[config.mk]
export PLATFORM = sky130hd
export DESIGN_NAME = traffic
export DESIGN_NICKNAME = d
export VERILOG_FILES = /design/src/rtl/traffic_pkg.sv /design/src/rtl/traffic_phase_timer.sv /design/src/rtl/traffic.sv
export SDC_FILE = /design/constraint.sdc
export NUM_CORES = 1
export LEC_CHECK = 0
export CAP_MARGIN = 20
export CORE_AREA = 2 2 39 41
export DETAILED_ROUTE_END_ITERATION = 8
export DIE_AREA = 0 0 41 43
export PLACE_DENSITY_LB_ADDON = 0.1
export SETUP_SLACK_MARGIN = 0.1
export SYNTH_ARGS = -nofsm -noshare
export SYNTH_HDL_FRONTEND = slang
export SYNTH_SLANG_ARGS = --single-unit
[constraint.sdc]
create_clock -name clock -period 3.2 [get_ports clock]
set_clock_uncertainty 0.1 [all_clocks]
set_input_delay 0.48 -clock clock [delete_from_list [all_inputs] [get_ports clock]]
set_output_delay 0.48 -clock clock [all_outputs]
set_load 0.05 [all_outputs]
[src/rtl/traffic_pkg.sv]
// traffic_pkg: shared definitions for the four-way traffic-light controller.
//   - Lamp codes {red, yellow, green}, one-hot.
//   - FSM state enum (the ALL_RED clearance state exists only when
//     TRAFFIC_ALL_RED_EN is defined).
//   - Approach enum and a helper mapping an approach to its green state.
package traffic_pkg;

    localparam logic [2:0] LIGHT_RED    = 3'b100;
    localparam logic [2:0] LIGHT_YELLOW = 3'b010;
    localparam logic [2:0] LIGHT_GREEN  = 3'b001;

`ifdef TRAFFIC_ALL_RED_EN
    typedef enum logic [3:0] {
        N_G, N_Y, S_G, S_Y, E_G, E_Y, W_G, W_Y, ALL_RED
    } state_t;
`else
    typedef enum logic [3:0] {
        N_G, N_Y, S_G, S_Y, E_G, E_Y, W_G, W_Y
    } state_t;
`endif

    typedef enum logic [1:0] {
        NORTH, SOUTH, EAST, WEST
    } approach_t;

    function automatic state_t green_state(approach_t a);
        unique case (a)
            NORTH:   return N_G;
            SOUTH:   return S_G;
            EAST:    return E_G;
            default: return W_G;
        endcase
    endfunction

endpackage

[src/rtl/traffic_phase_timer.sv]
// traffic_phase_timer: phase counter that restarts at 0 on each state entry.
//   clock    : rising-edge clock
//   reset    : synchronous active-high reset, clears the count
//   restart  : clears the count at the next edge (asserted on state change)
//   duration : last count value of the current phase (phase length - 1)
//   done     : high during the final cycle of the phase
module traffic_phase_timer #(
    parameter int unsigned WIDTH = 3
) (
    input  logic             clock,
    input  logic             reset,
    input  logic             restart,
    input  logic [WIDTH-1:0] duration,
    output logic             done
);

    logic [WIDTH-1:0] count;

    always_ff @(posedge clock) begin
        if (reset || restart) begin
            count <= '0;
        end else begin
            count <= count + 1'b1;
        end
    end

    assign done = (count == duration);

endmodule

[src/rtl/traffic.sv]
// traffic: four-way round-robin traffic-light controller (N, S, E, W).
//   north/south/east/west : 3-bit lamp codes {red, yellow, green}
//   clock                 : rising-edge clock
//   reset                 : synchronous active-high reset (forces north green)
// Optional feature macro: TRAFFIC_ALL_RED_EN adds an all-red clearance phase
// of ALL_RED_CYCLES after every yellow.
module traffic
    import traffic_pkg::*;
#(
    parameter int unsigned GREEN_CYCLES   = 8,
    parameter int unsigned YELLOW_CYCLES  = 3,
    parameter int unsigned ALL_RED_CYCLES = 2
) (
    output logic [2:0] north,
    output logic [2:0] south,
    output logic [2:0] east,
    output logic [2:0] west,
    input  logic       clock,
    input  logic       reset
);

    localparam int unsigned MAX_GY  = (GREEN_CYCLES > YELLOW_CYCLES) ? GREEN_CYCLES
                                                                     : YELLOW_CYCLES;
    localparam int unsigned MAX_DUR = (MAX_GY > ALL_RED_CYCLES) ? MAX_GY : ALL_RED_CYCLES;
    localparam int unsigned CNT_W   = ($clog2(MAX_DUR) > 0) ? $clog2(MAX_DUR) : 1;

    localparam logic [CNT_W-1:0] G_LAST  = CNT_W'(GREEN_CYCLES - 1);
    localparam logic [CNT_W-1:0] Y_LAST  = CNT_W'(YELLOW_CYCLES - 1);
`ifdef TRAFFIC_ALL_RED_EN
    localparam logic [CNT_W-1:0] AR_LAST = CNT_W'(ALL_RED_CYCLES - 1);
`endif

    state_t           state;
    logic             phase_done;
    logic [CNT_W-1:0] duration;

    // Timer restarts whenever the FSM leaves its state, so count is 0 on entry.
    traffic_phase_timer #(
        .WIDTH (CNT_W)
    ) u_timer (
        .clock    (clock),
        .reset    (reset),
        .restart  (phase_done),
        .duration (duration),
        .done     (phase_done)
    );

    always_comb begin
        duration = G_LAST;
        unique case (state)
            N_Y, S_Y, E_Y, W_Y: duration = Y_LAST;
`ifdef TRAFFIC_ALL_RED_EN
            ALL_RED:            duration = AR_LAST;
`endif
            default:            duration = G_LAST;
        endcase
    end

`ifdef TRAFFIC_ALL_RED_EN
    approach_t next_app;

    // Every yellow passes through one shared clearance state; next_app
    // remembers which approach gets green afterwards.
    always_ff @(posedge clock) begin
        if (reset) begin
            state    <= N_G;
            next_app <= NORTH;
        end else if (phase_done) begin
            unique case (state)
                N_G:     state <= N_Y;
                N_Y:     begin state <= ALL_RED; next_app <= SOUTH; end
                S_G:     state <= S_Y;
                S_Y:     begin state <= ALL_RED; next_app <= EAST;  end
                E_G:     state <= E_Y;
                E_Y:     begin state <= ALL_RED; next_app <= WEST;  end
                W_G:     state <= W_Y;
                W_Y:     begin state <= ALL_RED; next_app <= NORTH; end
                ALL_RED: state <= green_state(next_app);
                default: state <= N_G;
            endcase
        end
    end
`else
    always_ff @(posedge clock) begin
        if (reset) begin
            state <= N_G;
        end else if (phase_done) begin
            unique case (state)
                N_G:     state <= N_Y;
                N_Y:     state <= S_G;
                S_G:     state <= S_Y;
                S_Y:     state <= E_G;
                E_G:     state <= E_Y;
                E_Y:     state <= W_G;
                W_G:     state <= W_Y;
                W_Y:     state <= N_G;
                default: state <= N_G;
            endcase
        end
    end
`endif

    always_comb begin
        north = LIGHT_RED;
        south = LIGHT_RED;
        east  = LIGHT_RED;
        west  = LIGHT_RED;
        unique case (state)
            N_G:     north = LIGHT_GREEN;
            N_Y:     north = LIGHT_YELLOW;
            S_G:     south = LIGHT_GREEN;
            S_Y:     south = LIGHT_YELLOW;
            E_G:     east  = LIGHT_GREEN;
            E_Y:     east  = LIGHT_YELLOW;
            W_G:     west  = LIGHT_GREEN;
            W_Y:     west  = LIGHT_YELLOW;
            default: ;
        endcase
    end

endmodule

# After elaboration in Yosys (flattened, before gate mapping)
# Memories as Yosys holds them, arrays and structs flattened. A register that Yosys moved wholly into a read port is not among the register bits.
# Index checks and enable logic that the tools add are counted.
# word_totals
register_bits	7
latchBits	0
ramBits	0
romBits	24
inputBits	2
out_inout_bits	12
word_cells	23
n_memories	1
# classes
add_sub_neg	1
multipliers	0
div	0
order_cmp	0
n_eq_ne	8
shift	0
muxes	8
n_bitwise	0
n_reduce_logical	3
# mem_list
name	depth	width	rd	rd_clocked_by_memory_dff	write_ports	line	rtl
(name not given)	8	3	1	1	0	traffic.sv:88	unique case (state)
# op_table
op	n
3-bit case mux with 2 select lines	4
4-bit by 3-bit == test with 1-bit output (second input constant)	4
3-bit two-way mux	3
4-bit by 2-bit == test with 1-bit output (second input constant)	2
4-bit by 1-bit == test with 1-bit output (second input constant)	1
4-bit logical NOT	1
4-bit two-way mux	1
4-bit OR reduction	1
3-bit by 1-bit adder with 3-bit output (second input constant)	1
3-bit == test	1
1-bit logical OR	1

# Depth between registers and ports, before layout
# logic_depth
word_depth	6
mapped_depth	7
ltp_nobuf	7

# Hierarchy
# Synthesis repeated with hierarchy kept, for this count alone.
# unflattened
hier_cells	45
area_unflattened_um2	410.4
# modules_own_cells
mod	instances	cells_per_inst	area_per_inst_um2	seq_area_each_um2
traffic	1	33	270.3	120.1
traffic_phase_timer	1	12	140.1	60.1

# Least setup slack after synthesis
# No wires, ideal clock.
# synth_path
path_type	flip-flop to output port
startpoint	reg state[2]
endpoint	out south[0]
arrival_ns	1.505
required_ns	2.620
slack_ns	1.115
path_stages_with_launch	3
n_path_buf	0
path_cell_list	dfxtp_1 nand2b_1 nor2_1
# synth_via
elab_chain_len	2
word_cells_on_any_way	3
cone_classes	eq/ne (2); mux (1)
# synth_lines
element	line	rtl
from (decl)	traffic.sv:33	state_t state;
from (signal assigned)	traffic.sv:86	state <= N_G;
from (signal assigned)	traffic.sv:89	N_G: state <= N_Y;
from (signal assigned)	traffic.sv:90	N_Y: state <= S_G;
4-bit by 2-bit == test with 1-bit output	traffic.sv:108	unique case (state)
3-bit case mux with 2 select lines *	traffic.sv:108	
to (decl)	traffic.sv:15	output logic [2:0] south,
# Every way passes the cells marked *; elsewhere a longest branch is shown, timed or not.

# Final worst setup path
# layout_path
startpoint	reg state[1]
endpoint	out north[1]
# layout_via
elab_chain_len	2
word_cells_on_any_way	3
cone_classes	eq/ne (1); mux (1); reduce/logical (1)
# layout_lines
element	line	rtl
4-bit by 1-bit == test with 1-bit output or 4-bit logical NOT (tied branches)	traffic.sv:108	
3-bit case mux with 2 select lines *	traffic.sv:108	
to (decl)	traffic.sv:14	output logic [2:0] north,
# Marked as above.

==> metrics.json <==
{
  "status": "complete, no violations",
  "cts-root-to-sink-buffers": 2,
  "post-route-drc-count": 0,
  "detail_route.iter0.violations": 5,
  "vias": 349,
  "worst_skew_pair.late_latency_ns": 0.26,
  "post_drt_via_cell_ratio": 4.47,
  "grt_antenna_before_repair": 0,
  "dieArea_um2": 1760,
  "post_synth_num_cell_types": 16,
  "synth-seq-cells": 9,
  "transition_time_of_the_tightest_slew_check_pin_ns": 0.499,
  "totalNegativeSetupSlack_ns": 0,
  "syn-num-nets": 51,
  "clk_pin_slew_ns": 0.06,
  "gpl.final_weighted_congestion": 0.629,
  "cts-resized-gates": 0,
  "fmaxAchievable_ghz": 0.420,
  "finish.net_count": 68,
  "maxSlewViolCount": 0,
  "num_antenna_cells": 0,
  "min_path_cells": 2,
  "floorplan.rows": 14,
  "dpl.cell_count": 74,
  "grt_pass1_wl_um": 1230,
  "cp.arrival_ns": 1.80,
  "worst-path-buf-inv": 1,
  "hold_viol_final": 0,
  "timing.max_slew.rel_slack": 0.666,
  "cp.depth": 3,
  "pin_count_of_the_biggest_net_entering_global_routing": 11,
  "synth_area_leader_cell": "dfxtp_1",
  "synth_top_area_cells": "dfxtp_1 (42%), nor2_1 (10%), mux2i_1 (9.3%), ha_1 (8.7%), nand2b_1 (5.8%)",
  "cts_root_buffer": "clkbuf_4",
  "critical_path_class": "register to output pin",
  "mappedNetlistArea_um2": 429,
  "layout-drive-gt1-share": 0.0968,
  "ant_nets": 0,
  "num_io_pins": 14,
  "htreeDepth": 1,
  "area.growth.synth_to_final_pct": 40.2,
  "vdd.ir_drop.worst_mv": 0.163,
  "critical_path_required_ns": 2.62,
  "post_cts_setup_driven_buffer_insertion_count": 0,
  "worst-path-max-fanout": 5,
  "yosysMostFrequentCell": "nor2_1",
  "cp_slowest_stage_delay_ns": 0.80,
  "hold_class": "register to register",
  "place_ws_ns": 1.09,
  "share_of_the_yosys_chip_area_belonging_to_registers": 0.420,
  "synthesis.instances": 46,
  "number_of_sinks_on_the_clock_net": 9,
  "dr.pass1.iters": 2,
  "cp-start-kind": "register",
  "period_minus_slack_ns": 2.38,
  "post_syn_area_per_cell_um2": 9.33,
  "dpl_hpwl_um": 585,
  "grt.total_usage": 0.107,
  "start_util": 0.310,
  "die-height_um": 43,
  "timing.critical_path.max_delay_family": "buffers and inverters",
  "max-cap-violations": 0,
  "cts_inserted_buffers": 3,
  "wl_per_cell_um": 9.15,
  "setup-violations-final": 0,
  "final_min_period_over_clock_period": 0.744,
  "synth_top_area_frac": 0.420,
  "gr-total-overflow": 0,
  "core_um2": 1380,
  "grt_pass1_vias": 314,
  "end_kind": "output pin",
  "synthFlopType": "dfxtp_1",
  "yosys_warnings": 0,
  "portBuffers": 13,
  "crit_path_top_delay_cell": "clkdlybuf4s50_1",
  "netlist_top_cells_count": "nor2_1 (12), dfxtp_1 (9), mux2i_1 (4), nand2b_1 (4)",
  "finalWirelength_um": 714,
  "dieWidth_um": 41,
  "path_cells": "or2_2 > nor2_1 > clkdlybuf4s50_1",
  "worst_slack_ns": 0.820,
  "synth_enable_flop_cells": 0,
  "cts_hold_buf": 0,
  "proportion_of_register_bits_with_asynchronous_set_or_reset_after_synthesis": 0,
  "clock_tree_from_tritoncts": "done",
  "rsz0062_at_grt": "false",
  "layoutNonFillerInstCount": 78,
  "reg2reg_depth": 7,
  "p_per_area_nw_per_um2": 364,
  "total_leakage_power_nw": 0.263
}
-- routing by layer --
metal,vias to the layer above,share of wire,global-route usage
met5,-,0,0
met4,0,0.032,0.120
met3,4,0.091,0.0157
met2,16,0.46,0.156
met1,149,0.41,0.115
li1,180,-,-
-- path summary, 6_finish.rpt --
| check | slack (ns) | endpoint | startpoint |
|---|---|---|---|
| setup / recovery | 0.82 | north[1] | state[1] |
| hold / removal | 0.39 | state[1] | register |
| setup reg to reg | 1.40 | register | u_timer.count[0] |
| hold reg to reg | 0.39 | state[1] | register |
-- layout by cell type (no fill, tap or decap) --
cell and n:
nor3_1 2, nor2_1 12, clkbuf_4 3, nor2b_1 1
clkbuf_1 1, nor3b_1 1, and4bb_4 1, dfxtp_1 9
inv_1 3, ha_1 3, nand2b_1 4, mux2i_1 4
or2_1 1, nand2_1 1, a31oi_4 1, or2_2 1
xnor2_1 1, clkdlybuf4s50_1 13
-- power by group --
| group | switching (mW) | total, mW | internal [mW] |
|---|---|---|---|
| combinational | 0.00590 | 0.0127 | 0.00683 |
| sequential | 0.00400 | 0.120 | 0.116 |
| clock | 0.0385 | 0.0865 | 0.0480 |
| total | 0.0484 | 0.219 | 0.171 |
-- worst register-to-register path, stage by stage, from the launching register on --
cell and delay, ns:
dfxtp_1 0.40, and4bb_4 0.27, a31oi_4 0.22, mux2i_1 0.30
nor2_1 0.10, ha_1 0.21, inv_1 0.05, mux2i_1 0.05
-- cell type report --
class / count / area (um2)
clock buffer: 4 / 26.3
fill: 142 / 782
inverter: 3 / 11.3
multi-input combinational: 33 / 234
sequential: 9 / 180
tap: 16 / 20.0
timing repair buffer: 13 / 130
-- stage by stage --
| stage | hold slack [ns] | instance area [um2] | util | power [mW] |
|---|---|---|---|---|
| final | 0.389 | 602 | 0.435 | 0.219 |
| after floorplan | 0.356 | 429 | - | 0.132 |
| after global routing | 0.406 | 602 | 0.435 | 0.231 |
| after global placement | 0.384 | 576 | 0.416 | 0.135 |
| after CTS | 0.392 | 602 | 0.435 | 0.223 |
| after detailed placement | 0.376 | 576 | 0.416 | 0.135 |
-- kinds of logic after synthesis --
family                   share of synthesized area
AND/OR/NAND/NOR                              0.294
multiplexers                                0.0933
flip-flops                                   0.420
buffers and inverters                       0.0350
XOR/XNOR                                    0.0204
AO/OA/AOI/OAI                               0.0496
adder cells (fa/ha/maj)                     0.0875
Note: power is estimated with default switching activity, not from simulation.
